`src/rtl/gpu_cmd_bus_master.sv`:
```
// Host-side initiator for the sparkbox GPU command bus: sequences one write or
// read per request over the GPU pins and returns read data as a one-cycle response.
module gpu_cmd_bus_master #(
  parameter int CLK_DIV    = 2,
  parameter int TURNAROUND = 2,
  parameter int TIMEOUT    = 1024
) (
  input  logic        clk,
  input  logic        rst_n,
  input  logic        req_valid,
  output logic        req_ready,
  input  logic        req_read,
  input  logic [7:0]  req_cmd,
  input  logic [15:0] req_data,
  output logic        rsp_valid,
  output logic [15:0] rsp_data,
  output logic        rsp_err,
  output logic        busy,
  output logic        gpu_cmd_clk,
  output logic        gpu_cmd_inout,
  output logic [7:0]  gpu_cmd_o,
  output logic        gpu_cmd_oe,
  output logic [15:0] gpu_data_o,
  output logic        gpu_data_oe,
  input  logic [15:0] gpu_data_i,
  input  logic        gpu_cmd_clk_out
);

  typedef enum logic [2:0] {
    S_IDLE, S_SETUP, S_STROBE, S_HOLD, S_TURN, S_WAIT_RD, S_RESP
  } state_e;

  localparam logic [7:0]  PHASE_LAST = 8'(CLK_DIV - 1);
  localparam logic [7:0]  TURN_LAST  = 8'(TURNAROUND - 1);
  localparam logic [15:0] TMO_LAST   = 16'(TIMEOUT - 1);

  state_e      state_q, state_d;
  logic [7:0]  cmd_q, cmd_d;
  logic [15:0] data_q, data_d;
  logic        read_q, read_d;
  logic [7:0]  phase_cnt_q, phase_cnt_d;
  logic [15:0] tmo_cnt_q, tmo_cnt_d;
  logic        sync1_q, sync2_q, sync_prev_q;
  logic [15:0] rsp_data_q, rsp_data_d;
  logic        rsp_err_q, rsp_err_d;
  logic        strobe_rise;

  // Synchronizer and edge detector run in every state; only WAIT_RD listens.
  assign strobe_rise = sync2_q & ~sync_prev_q;

  always_ff @(posedge clk or negedge rst_n) begin
    if (!rst_n) begin
      state_q     <= S_IDLE;
      cmd_q       <= '0;
      data_q      <= '0;
      read_q      <= 1'b0;
      phase_cnt_q <= '0;
      tmo_cnt_q   <= '0;
      sync1_q     <= 1'b0;
      sync2_q     <= 1'b0;
      sync_prev_q <= 1'b0;
      rsp_data_q  <= '0;
      rsp_err_q   <= 1'b0;
    end else begin
      state_q     <= state_d;
      cmd_q       <= cmd_d;
      data_q      <= data_d;
      read_q      <= read_d;
      phase_cnt_q <= phase_cnt_d;
      tmo_cnt_q   <= tmo_cnt_d;
      sync1_q     <= gpu_cmd_clk_out;
      sync2_q     <= sync1_q;
      sync_prev_q <= sync2_q;
      rsp_data_q  <= rsp_data_d;
      rsp_err_q   <= rsp_err_d;
    end
  end

  always_comb begin
    state_d       = state_q;
    cmd_d         = cmd_q;
    data_d        = data_q;
    read_d        = read_q;
    rsp_data_d    = rsp_data_q;
    rsp_err_d     = rsp_err_q;
    req_ready     = 1'b0;
    rsp_valid     = 1'b0;
    gpu_cmd_clk   = 1'b0;
    gpu_cmd_inout = 1'b0;
    gpu_cmd_o     = '0;
    gpu_cmd_oe    = 1'b0;
    gpu_data_o    = '0;
    gpu_data_oe   = 1'b0;

    case (state_q)
      S_IDLE: begin
        req_ready = 1'b1;
        if (req_valid) begin
          cmd_d   = req_cmd;
          data_d  = req_data;
          read_d  = req_read;
          state_d = S_SETUP;
        end
      end

      S_SETUP, S_STROBE, S_HOLD: begin
        gpu_cmd_oe    = 1'b1;
        gpu_cmd_o     = cmd_q;
        gpu_cmd_inout = read_q;
        gpu_cmd_clk   = (state_q == S_STROBE);
        if (!read_q) begin
          gpu_data_oe = 1'b1;
          gpu_data_o  = data_q;
        end
        if (phase_cnt_q == PHASE_LAST) begin
          case (state_q)
            S_SETUP:  state_d = S_STROBE;
            S_STROBE: state_d = S_HOLD;
            default:  state_d = read_q ? S_TURN : S_IDLE;
          endcase
        end
      end

      S_TURN: begin
        gpu_cmd_inout = 1'b1;
        if (phase_cnt_q == TURN_LAST) state_d = S_WAIT_RD;
      end

      S_WAIT_RD: begin
        gpu_cmd_inout = 1'b1;
        // A strobe edge on the final timeout cycle still delivers data.
        if (strobe_rise) begin
          rsp_data_d = gpu_data_i;
          rsp_err_d  = 1'b0;
          state_d    = S_RESP;
        end else if (tmo_cnt_q == TMO_LAST) begin
          rsp_data_d = '0;
          rsp_err_d  = 1'b1;
          state_d    = S_RESP;
        end
      end

      S_RESP: begin
        rsp_valid = 1'b1;
        state_d   = S_IDLE;
      end

      default: state_d = S_IDLE;
    endcase

    // Counters restart on every state entry and saturate rather than wrap.
    if (state_d != state_q) begin
      phase_cnt_d = '0;
      tmo_cnt_d   = '0;
    end else begin
      phase_cnt_d = (phase_cnt_q == 8'hFF)    ? phase_cnt_q : phase_cnt_q + 8'd1;
      tmo_cnt_d   = (tmo_cnt_q   == 16'hFFFF) ? tmo_cnt_q   : tmo_cnt_q + 16'd1;
    end
  end

  assign busy     = ~req_ready;
  assign rsp_data = rsp_data_q;
  assign rsp_err  = rsp_err_q;

endmodule

```
`config.mk`:
```
export PLATFORM = sky130hd
export DESIGN_NAME = gpu_cmd_bus_master
export DESIGN_NICKNAME = d
export VERILOG_FILES = /design/src/rtl/gpu_cmd_bus_master.sv
export SDC_FILE = /design/constraint.sdc
export NUM_CORES = 1
export LEC_CHECK = 0
export BUFFER_PORTS_ARGS = -buffer_cell sky130_fd_sc_hd__buf_2
export CAP_MARGIN = 10
export CORE_MARGIN = 5
export CORE_UTILIZATION = 39
export CTS_BUF_LIST = sky130_fd_sc_hd__clkbuf_4 sky130_fd_sc_hd__clkbuf_8
export DETAILED_ROUTE_END_ITERATION = 16
export SLEW_MARGIN = 20
export SYNTH_ARGS = -nofsm -noshare
export SYNTH_HDL_FRONTEND = slang
export SYNTH_SLANG_ARGS = --single-unit
```
`constraint.sdc`:
```
create_clock -name clk -period 1.8 [get_ports clk]
set_input_delay 0.18 -clock clk [delete_from_list [all_inputs] [get_ports clk]]
set_output_delay 0.18 -clock clk [all_outputs]
set_load 0.02 [all_outputs]
```
Word-level counts from Yosys, hierarchy flattened
Cells that the tools add are included.

word-level totals
  output and inout bits = 48
  bits of input ports = 45
  word-level logic and storage cells = 61
  bits in registers = 72

operators by class
  eq/ne operators = 13
  bitwise logic cells = 3
  mux-type cells = 26
  add/subtract/negate cells = 2
  reduce and logical (&&, ||, !) cells = 6

operators with widths
  operator                                                           number
  16-bit 2-to-1 mux                                                  6
  8-bit 2-to-1 mux                                                   3
  3-bit 2-to-1 mux                                                   6
  16-bit by 1-bit adder with 16-bit output, second input constant    1
  16-bit by 10-bit == test with 1-bit output, second input constant  1
  16-bit == test, second input constant                              1
  3-bit case mux with 4 select lines                                 1
  3-bit == test, second input constant                               3
  8-bit by 1-bit adder with 8-bit output, second input constant      1
  8-bit by 1-bit == test with 1-bit output, second input constant    1
  8-bit == test, second input constant                               1
  1-bit 2-to-1 mux                                                   8
  3-bit by 2-bit == test with 1-bit output, second input constant    2
  3-bit case mux with 2 select lines                                 1
  2-bit != test, second input constant                               2
  2-bit AND reduction                                                2
  3-bit by 1-bit == test with 1-bit output, second input constant    1
  3-bit logical NOT                                                  1
  3-bit != test                                                      1
  3-bit OR reduction                                                 1
  1-bit inverter                                                     2
  1-bit case mux with 2 select lines                                 1
  2-bit nonzero test                                                 1
  2-bit OR reduction                                                 1
  1-bit AND                                                          1

Depth between registers and ports, before layout
Gate-level depths: netlist of run 1.

  depth in word-level cells = 6
  depth in mapped cells = 8
  gate-level depth less buffers = 6

Least setup slack after synthesis of run 1
Ideal clock, no wire load.

  kind = reg-to-reg
  from = reg tmo_cnt_q[0]
  to = reg phase_cnt_q[7]
  data required time = 1.673 ns
  library setup time = 0.127 ns
  path buffers = 2
  setup slack = 0.076 ns
  data arrival time = 1.597 ns
  cell stages (with the launch flop) = 9
  period minus slack after synthesis = 1.724 ns
  path through = dfrtp_1 -> ha_1 -> and2_1 -> buf_4 -> nand3_4 -> or3_1 -> nand3_2 -> buf_6 -> nor3_1

between the ends
  longest elaborated chain between the ends = 6
  elaborated cells between the ends (all ways) = 7
  those cells by class = eq/ne (3); mux (4)

RTL lines
  element                                                             line  RTL
  start, declared                                                     42    logic [15:0] tmo_cnt_q, tmo_cnt_d;
  start signal, assigned                                              70    tmo_cnt_q <= tmo_cnt_d;
  16-bit by 10-bit == test with 1-bit output *                        136   end else if (tmo_cnt_q == TMO_LAST) begin
  3-bit 2-to-1 mux *                                                  136
  3-bit 2-to-1 mux *                                                  132   if (strobe_rise) begin
  3-bit case mux with 4 select lines *                                95    case (state_q)
  3-bit != test *                                                     152   if (state_d != state_q) begin
  2-bit != test (no line) / 8-bit 2-to-1 mux (equally long branches)  n/a
  end signal, assigned                                                69    phase_cnt_q <= phase_cnt_d;
  end, declared                                                       41    logic [7:0] phase_cnt_q, phase_cnt_d;

Mark *: on every way between the ends. The rest lies on a longest branch, timed or not.
A chain may end at the register's enable or synchronous reset.

Worst setup path in the final report of run 1
  from = reg state_q[1]
  to = out gpu_data_o[13]

between the ends
  longest elaborated chain between the ends = 3
  elaborated cells between the ends (all ways) = 5
  those cells by class = eq/ne (3); mux (1); reduce/logical (1)

RTL lines
  element                                                                                                      line  RTL
  start, declared                                                                                              37    state_e state_q, state_d;
  start signal, assigned                                                                                       65    state_q <= state_d;
  3-bit by 2-bit == test with 1-bit output / 3-bit by 1-bit == test with 1-bit output (equally long branches)  95
  3-bit OR reduction *                                                                                         95
  16-bit 2-to-1 mux *                                                                                          95
  end, declared                                                                                                23    output logic [15:0] gpu_data_o,

Marked as above.

==> flow_summary.ini, run 1 <==
[routing]
drtPass1Iterations = 4
viasPerCell = 5.06
drt_wl_total_um = 7620
drc = 0
drt_first_iter_violations = 92
ant_nets = 0
route.vias.total = 2726
wl_per_cell_um = 14.1

[synth]
ys_ff_latch = 72
synth-simple-area-share = 0.212
synth.most_common_cell = dfrtp_1
synth_area_um2 = 3370
syn_area_per_cell_um2 = 11.1
ys_seq_area_frac = 0.534
synth_top_family_by_area = simple AND/OR/NAND/NOR gates
async_reset_ff_frac = 1.00
netlist_instances = 305
yosysUniqueCellTypes = 43
synth_edf_count = 0
syn_nets = 353
synth_fa_ha_area_frac = 0.0111
synth_compound_area_frac = 0.100
synthTopCellsByCount = dfrtp_1, nor2_1, and2_1
synthFlopType = dfrtp_1
yosys-top-cells-area = dfrtp_1, mux2_2, and2_1, a22o_1, nor2_1
synth-xor-area-share = 0.0260
synth.top_cell.area_share = 0.534
yosysTopAreaCell = dfrtp_1
ys_warn_count = 0
synthMuxAreaShare = 0.0864

[sta]
worst_pin_slew_ns = 0.588
rsz0062_at_grt = true
drv_slew = 0
holdWs_ns = 0.0521
finalWorstSetupSlack_ns = 0.0632
report.final.setup_viol = 0
max_freq_mhz = 576
max_slew_margin = 0.608
skew_ns = 0.0121
period_share = 0.965
hold_viol = 0
layout_min_cycle_time_ns = 1.74

[global_route]
overflow = 0
grt_pass1_vias = 2471
grt_max_degree = 28
track_usage = 0.142
grt_pass1_wl_um = 11900
antenna_found_initial = 0

[die]
fp-row-count = 34
die_y_um = 103
fp.coreArea_um2 = 8590
pin_count = 93
die-area_um2 = 10600
die_w_um = 103
initial_core_util = 0.393

[finish]
nets = 475
n_antenna_cell = 0
areaGrowthSynthToFinish_pct = 31.0
drive_above_1_share = 0.411

[worst_setup_path]
critPathKind = reg2out
critPathCaptureType = primary output
path_max_fanout = 8
critPathLaunchType = register
crit_required_ns = 1.62
cp.arrival_ns = 1.56

[cts]
cts_sinks = 72
cts_tree = yes
cts-root-buf = clkbuf_8
cts_made_buffers = 9
cts_max_path_buffers = 2
clk_pin_slew_worst_paths_ns = 0.08
clk_latency_ns = 0.34
cts.htree.levels = 3

[job]
cap_violations = 0

[place]
detailedPlacementHpwl_um = 5600
gp_congestion = 0.851
port_buffers = 92
place_ws_ns = 0.0867

[power]
p_sw_w = 0.00269
clkPwrFrac = 0.177
pwr-share-comb = 0.476
leakagePower_nw = 2.14
seqPwrFrac = 0.347
p_int_w = 0.00422
netSwitchingFraction = 0.389
ir_drop_uv = 465
p_total_w = 0.00692
power.density_nw_per_um2 = 1570

[status]
status = finished, final reports clean

[worst_hold_path]
hold_class = in2reg
area by class of cell:
type / count / area [µm²]
Timing Repair Buffer: 123 / 751
Clock inverter: 6 / 61.3
Multi-Input combinational cell: 215 / 1520
Tap cell: 108 / 135
Clock buffer: 9 / 124
Fill cell: 804 / 4170
Sequential cell: 72 / 1800
Inverter: 6 / 22.5
cells by family after synthesis:
| family | count (synthesis) |
|---|---|
| xor gates and xnor gates | 10 |
| and+or+nand+nor | 129 |
| AOI/OAI and AO/OA | 47 |
| DFF | 72 |
| adders and majority gates | 3 |
| buffers and inverters | 18 |
| muxes | 26 |
sequential cells by signal, summed over array words and instances (netlist names):
| signal | flops |
|---|---|
| rsp_data | 16 |
| cmd_q | 8 |
| tmo_cnt_q | 16 |
| sync2_q | 1 |
| state_q | 3 |
| read_q | 1 |
| rsp_err | 1 |
| sync_prev_q | 1 |
| sync1_q | 1 |
| phase_cnt_q | 8 |
| data_q | 16 |
worst paths after layout:
| check | cells past startpoint | endpoint | slack, ns | startpoint |
|---|---|---|---|---|
| worst max-delay path | 6 | gpu_data_o[13] | 0.06 | state_q[1] |
| worst min-delay path | 2 | rsp_data[0] | 0.05 | gpu_data_i[0] |
| worst max register to register | 7 | tmo_cnt_q[15] | 0.09 | state_q[1] |
| worst min register to register | 0 | sync2_q | 0.35 | sync1_q |
| max in group asynchronous | 3 | data_q[3] | 0.87 | rst_n |
| min in group asynchronous | 2 | rsp_data[6] | 0.38 | rst_n |
critical path, stage by stage (launching register included):
cell and delay [ns]:
dfrtp_1 0.41, buf_6 0.15, nor2_4 0.14, nor3_4 0.06, buf_4 0.16, and2_1 0.15
buf_2 0.15
power groups by stage:
| stage | combinational, W | sequential, W | clock (W) |
|---|---|---|---|
| 6_report | 0.00329 | 0.00240 | 0.00122 |
| 2_1_floorplan | 0.00200 | 0.00246 | 0 |
| 4_1_cts | 0.00320 | 0.00239 | 0.00127 |
| 3_3_place_gp | 0.00313 | 0.00239 | 0 |
| 5_1_grt | 0.00357 | 0.00247 | 0.00133 |
| 3_5_place_dp | 0.00316 | 0.00242 | 0 |
stage by stage:
step           instance area [µm²]  TNS (ns)   util  instances
6_report                      4420         0  0.514        539
5_1_grt                       4420   -0.0624  0.514        539
4_1_cts                       4340         0  0.506        536
2_1_floorplan                 3370         0      -        305
3_5_place_dp                  4120         0  0.479        518
3_3_place_gp                  4120         0  0.479        518
routing by layer:
metal  wire (µm)  GRT usage
met2        3330      0.212
met1        3600      0.201
met3         574     0.0277
met5           0          0
met4         107     0.0578
what timing repair did:
item / in CTS / in global routing
hold endpoints to repair: 21 / 0
gates resized for setup: 4 / 16
endpoints found under the setup margin: 24 / 46
buffers inserted: 1 / 2
cloned: 0 / 1
pin swaps: 0 / 2
hold buffers: 2 / 0
placed cells by master, fill, tap and decap left out, types with 6 or more instances in the layout:
cell type and n:
nand4_1 6, buf_2 89, clkbuf_8 9, and2_1 27, a22o_1 16, xnor2_1 6, mux2_2 25, a21oi_1 6
nor2_1 32, o21ai_0 7, nand2_1 12, nand3_1 10, buf_4 27, nor3_1 9, inv_1 6, dfrtp_1 71
a211oi_1 10
(Power assumes the default switching activity.)
==> run 2: changes to the inputs <==
--- a/config.mk
+++ b/config.mk
@@ -5,6 +5,7 @@
 export SDC_FILE = /design/constraint.sdc
 export NUM_CORES = 1
 export LEC_CHECK = 0
+export ABC_AREA = 1
 export BUFFER_PORTS_ARGS = -buffer_cell sky130_fd_sc_hd__buf_2
 export CAP_MARGIN = 10
 export CORE_MARGIN = 5
==> constraint.sdc (replaced) <==
create_clock -name clk -period 1.6 [get_ports clk]
set_input_delay 0.16 -clock clk [delete_from_list [all_inputs] [get_ports clk]]
set_output_delay 0.16 -clock clk [all_outputs]
set_load 0.02 [all_outputs]
==> flow_summary.ini, run 2 <==
[global_route]
overflow = 0
grt_pass1_vias = 3272
track_usage = 0.165
grt_max_degree = 50
grt_pass1_wl_um = 15000
antenna_found_initial = 0

[status]
status = finished with violations
violations = negative setup slack

[cts]
cts-root-buf = clkbuf_8
cts_sinks = 72
clk_latency_ns = 0.35
cts_tree = yes
clk_pin_slew_worst_paths_ns = 0.08
cts_made_buffers = 9
cts_max_path_buffers = 2
cts.htree.levels = 3

[synth]
netlist_instances = 401
yosysTopAreaCell = dfrtp_1
synthTopCellsByCount = dfrtp_1, nor2_1, inv_1
syn_nets = 449
synth.top_cell.area_share = 0.512
ys_seq_area_frac = 0.512
yosys-top-cells-area = dfrtp_1, nor2_1, inv_1, nand2_1, a22o_1
yosysUniqueCellTypes = 31
synth_edf_count = 0
syn_area_per_cell_um2 = 8.77
ys_warn_count = 0
synth.most_common_cell = dfrtp_1
async_reset_ff_frac = 1.00
synthFlopType = dfrtp_1
ys_ff_latch = 72
synth_area_um2 = 3520

[sta]
worst_pin_slew_ns = 0.508
skew_ns = 0.0129
layout_min_cycle_time_ns = 1.76
drv_slew = 0
rsz0062_at_grt = true
report.final.setup_viol = 50
hold_viol = 0
max_slew_margin = 0.661
holdWs_ns = 0.0295
max_freq_mhz = 568
finalWorstSetupSlack_ns = -0.159
period_share = 1.10

[place]
place_ws_ns = -0.0648
detailedPlacementHpwl_um = 6050
gp_congestion = 0.792
port_buffers = 92

[worst_setup_path]
critPathCaptureType = primary output
crit_required_ns = 1.44
critPathKind = reg2out
crit_slowest_cell = dfrtp_1
critPathMostFrequentCell = nor2_4
crit_buf_inv = 5
cp_top_family = buffers and inverters
cpPeakStageDelay_ns = 0.40
critPathLaunchType = register
crit_chain = buf_6 > nor2_4 > inv_4 > nor2_4 > buf_12 > inv_12 > nor2_2 > buf_4
path_max_fanout = 8
cp.arrival_ns = 1.60

[die]
fp-row-count = 34
pin_count = 93
die_w_um = 105
fp.coreArea_um2 = 8760
die-area_um2 = 11000
die_y_um = 105
initial_core_util = 0.401

[finish]
n_antenna_cell = 0
drive_above_1_share = 0.470
num-fill-cells = 770
areaGrowthSynthToFinish_pct = 50.5
final_common_cell = dfrtp_1
final_cell_mix = dfrtp_1, buf_2, buf_4
utilization = 0.604
nets = 600

[routing]
drtPass1Iterations = 4
drt_first_iter_violations = 96
drc = 0
viasPerCell = 4.69
wl_per_cell_um = 13.2
route.vias.total = 3120
drt_wl_total_um = 8800
ant_nets = 0

[power]
power.density_nw_per_um2 = 1910
ir_drop_uv = 1060
leakagePower_nw = 2.70
p_total_w = 0.0101

[job]
cap_violations = 0

[worst_hold_path]
hold_class = in2reg
-- run 2: cell families after synthesis --
logic type | share of synthesized area
XOR/XNOR | 0.0299
AND/OR/NAND/NOR | 0.257
AO/OA/AOI/OAI | 0.0982
adder cells (fa/ha/maj) | 0.0107
multiplexers | 0.00890
buffers and inverters | 0.0826
flip-flops | 0.512
-- run 2: final cells by class --
type                       instances  area [µm²]  share of cell area
sequential                        72        1810               0.341
timing repair buffer             149        1150               0.217
clock inverter                     6         115              0.0218
clock buffer                      10         131              0.0248
multi-input combinational        258        1690               0.319
tap                              108         135              0.0255
inverter                          61         249              0.0471
timing repair inverter             1        20.0             0.00378
-- run 2: path summary, 6_finish.rpt --
check | cells past startpoint | slack, ns | from | endpoint
max | 8 | -0.16 | state_q[2] | gpu_data_o[0]
min | 2 | 0.03 | gpu_data_i[14] | rsp_data[14]
min in group asynchronous | 3 | 0.39 | rst_n | phase_cnt_q[1]
max reg2reg | 12 | -0.06 | state_q[2] | tmo_cnt_q[3]
max in group asynchronous | 3 | 0.80 | rst_n | state_q[1]
min reg2reg | 0 | 0.35 | sync1_q | sync2_q
-- run 2: stage by stage --
step                      std cells  instance area, µm²   TNS, ns
after floorplan                 401                3650         0
after global placement          634                4560  -0.00469
after detailed placement        634                4560    -0.827
after CTS                       662                5150     -2.15
after global routing            665                5290     -8.11
final                           665                5290     -3.38
-- run 2: repair_timing --
action,4_1_cts,5_1_grt
endpoints found under the hold margin,73,0
hold buffers,2,0
setup buffers,9,3
gates resized for setup,72,35
cloned,1,0
setup endpoints to repair,49,68
pin swaps,13,5
-- run 2: routing by layer --
metal,track usage,share of wire,routed length (µm)
met3,0.0370,0.047,416
met1,0.202,0.42,3670
met4,0.0648,0.015,132
met5,0,0,0
met2,0.282,0.52,4590
-- run 2: where the power goes --
part / total [W] / internal, W / switching (W)
clock network: 0.00178 / 0.00106 / 0.000720
logic: 0.00558 / 0.00242 / 0.00316
registers: 0.00273 / 0.00243 / 0.000302
==> run 3: changes to the inputs <==
--- a/config.mk
+++ b/config.mk
@@ -8,7 +8,6 @@
 export ABC_AREA = 1
 export BUFFER_PORTS_ARGS = -buffer_cell sky130_fd_sc_hd__buf_2
 export CAP_MARGIN = 10
-export CORE_MARGIN = 5
 export CORE_UTILIZATION = 39
 export CTS_BUF_LIST = sky130_fd_sc_hd__clkbuf_4 sky130_fd_sc_hd__clkbuf_8
 export DETAILED_ROUTE_END_ITERATION = 16
==> flow_summary.ini, run 3 (synthesis results as in run 2) <==
[worst_setup_path]
r2r-start = phase_cnt_q[6]
path_max_fanout = 5
cp.arrival_ns = 1.97
cp_top_family = simple AND/OR/NAND/NOR gates
crit_slowest_cell = dfrtp_1
startpoint = phase_cnt_q[6]
critPathCaptureType = register
critPathKind = reg2reg
crit_required_ns = 1.84
cpPeakStageDelay_ns = 0.39
crit_chain = buf_4 > nor3_4 > nand2_2 > o211ai_1 > nand2_4 > nand2_8 > clkbuf_16 > nor2_2
crit_buf_inv = 2
critPathLaunchType = register
rr_worst_depth = 8
crit_cells = 8

[finish]
final_common_cell = dfrtp_1
n_antenna_cell = 0
final_cell_mix = dfrtp_1, buf_2, buf_4
drive_above_1_share = 0.538
final_area_um2 = 5640
areaGrowthSynthToFinish_pct = 60.5
nets = 617

[worst_hold_path]
min_path_cells = 2
hold_class = in2reg
worstHoldStart = gpu_data_i[4]

[routing]
route.vias.total = 3265
ant_nets = 0
drt_wl_total_um = 9210
viasPerCell = 4.79
drtPass1Iterations = 4
drt_first_iter_violations = 123
wl_per_cell_um = 13.5
drc = 0

[global_route]
overflow = 0
track_usage = 0.192
grt_pass1_wl_um = 14700
antenna_found_initial = 0
grt_max_degree = 73
grt_pass1_vias = 3287

[place]
detailedPlacementHpwl_um = 5620
gp_congestion = 0.789
post_dp_cell_area_um2 = 4550
place_ws_ns = -0.0824
port_buffers = 92

[power]
netSwitchingFraction = 0.426
seqPwrFrac = 0.256
ir_drop_uv = 1180
p_int_w = 0.00618
power.density_nw_per_um2 = 1900
p_sw_w = 0.00458
pwr-share-comb = 0.591
clkPwrFrac = 0.152
p_total_w = 0.0108
leakagePower_nw = 2.79

[sta]
report.final.setup_viol = 45
layout_min_cycle_time_ns = 1.73
worst_pin_slew_ns = 0.384
rsz0062_at_grt = true
max_freq_mhz = 579
drv_slew = 0
period_share = 1.08
finalWorstSetupSlack_ns = -0.126
skew_ns = 0.00805
max_slew_margin = 0.743
hold_viol = 0

[die]
die_w_um = 96.9
initial_core_util = 0.403
fp-row-count = 34
die_y_um = 96.9
fp.coreArea_um2 = 8720
die-area_um2 = 9400
pin_count = 93

[cts]
clk_pin_slew_worst_paths_ns = 0.08
cts_tree = yes
clk_latency_ns = 0.35
cts_sinks = 72
cts_max_path_buffers = 2
cts_made_buffers = 9
cts.htree.levels = 3
cts-root-buf = clkbuf_8

[status]
status = finished with violations
violations = negative setup slack

[job]
cap_violations = 0
==> run 3: changes by cell type in the layout (fill, tap and decap cells not counted), sizes merged <==
cell,change
bufinv,-1
clkbuf,+1
buf,+16
inv,+1
==> run 3: path summary, 6_finish.rpt <==
path	to	slack, ns
setup / recovery	tmo_cnt_q[5]	-0.13
hold / removal	rsp_data[4]	0.03
setup reg to reg	tmo_cnt_q[5]	-0.13
hold reg to reg	sync2_q	0.36
max in group asynchronous	state_q[0]	0.93
min in group asynchronous	phase_cnt_q[7]	0.35
==> run 3: layout make-up <==
type / instances / area [µm²]
clock inverter: 6 / 90.1
tap: 108 / 135
fill: 678 / 3080
sequential: 72 / 1810
multi-input combinational: 258 / 1910
timing repair buffer: 166 / 1300
clock buffer: 10 / 131
timing repair inverter: 1 / 11.3
inverter: 61 / 262
==> run 3: through the flow <==
stage               instances  hold slack [ns]  utilization  setup TNS [ns]
floorplan                 401           -0.136            -               0
CTS                       671          0.00960        0.600           -2.33
global route              682           0.0178        0.647           -7.34
finish                    682           0.0269        0.647           -3.70
global placement          634            0.221        0.522          -0.305
detailed placement        634            0.224        0.522           -1.45
==> run 3: power by group through the flow <==
stage                     registers, W  logic [W]  clock network (W)
final                          0.00276    0.00636            0.00164
after global routing           0.00283    0.00681            0.00174
after CTS                      0.00274    0.00557            0.00166
after detailed placement       0.00275    0.00455                  0
after global placement         0.00274    0.00449                  0
after floorplan                0.00301    0.00278                  0
==> run 3: repair_timing <==
item / 4_1_cts / 5_1_grt
cloned: 1 / 1
setup endpoints to repair: 49 / 69
hold buffers: 2 / 0
pin swaps: 14 / 26
endpoints found under the hold margin: 73 / 0
buffers inserted: 18 / 11
resized for setup: 87 / 78
==> run 3: worst reg2reg max path, stage by stage, from the launching register on <==
cell       delay, ns
dfrtp_1         0.39
buf_4           0.14
nor3_4          0.24
nand2_2         0.12
o211ai_1        0.30
nand2_4         0.12
nand2_8         0.12
clkbuf_16       0.17
nor2_2          0.03
==> run 3: per-layer routing <==
layer / vias up / GRT usage / share of wire
met4: 0 / 0.0643 / 0.019
met5: - / 0 / 0
met1: 1557 / 0.239 / 0.42
met3: 15 / 0.0477 / 0.047
met2: 84 / 0.326 / 0.52
li1: 1609 / - / -
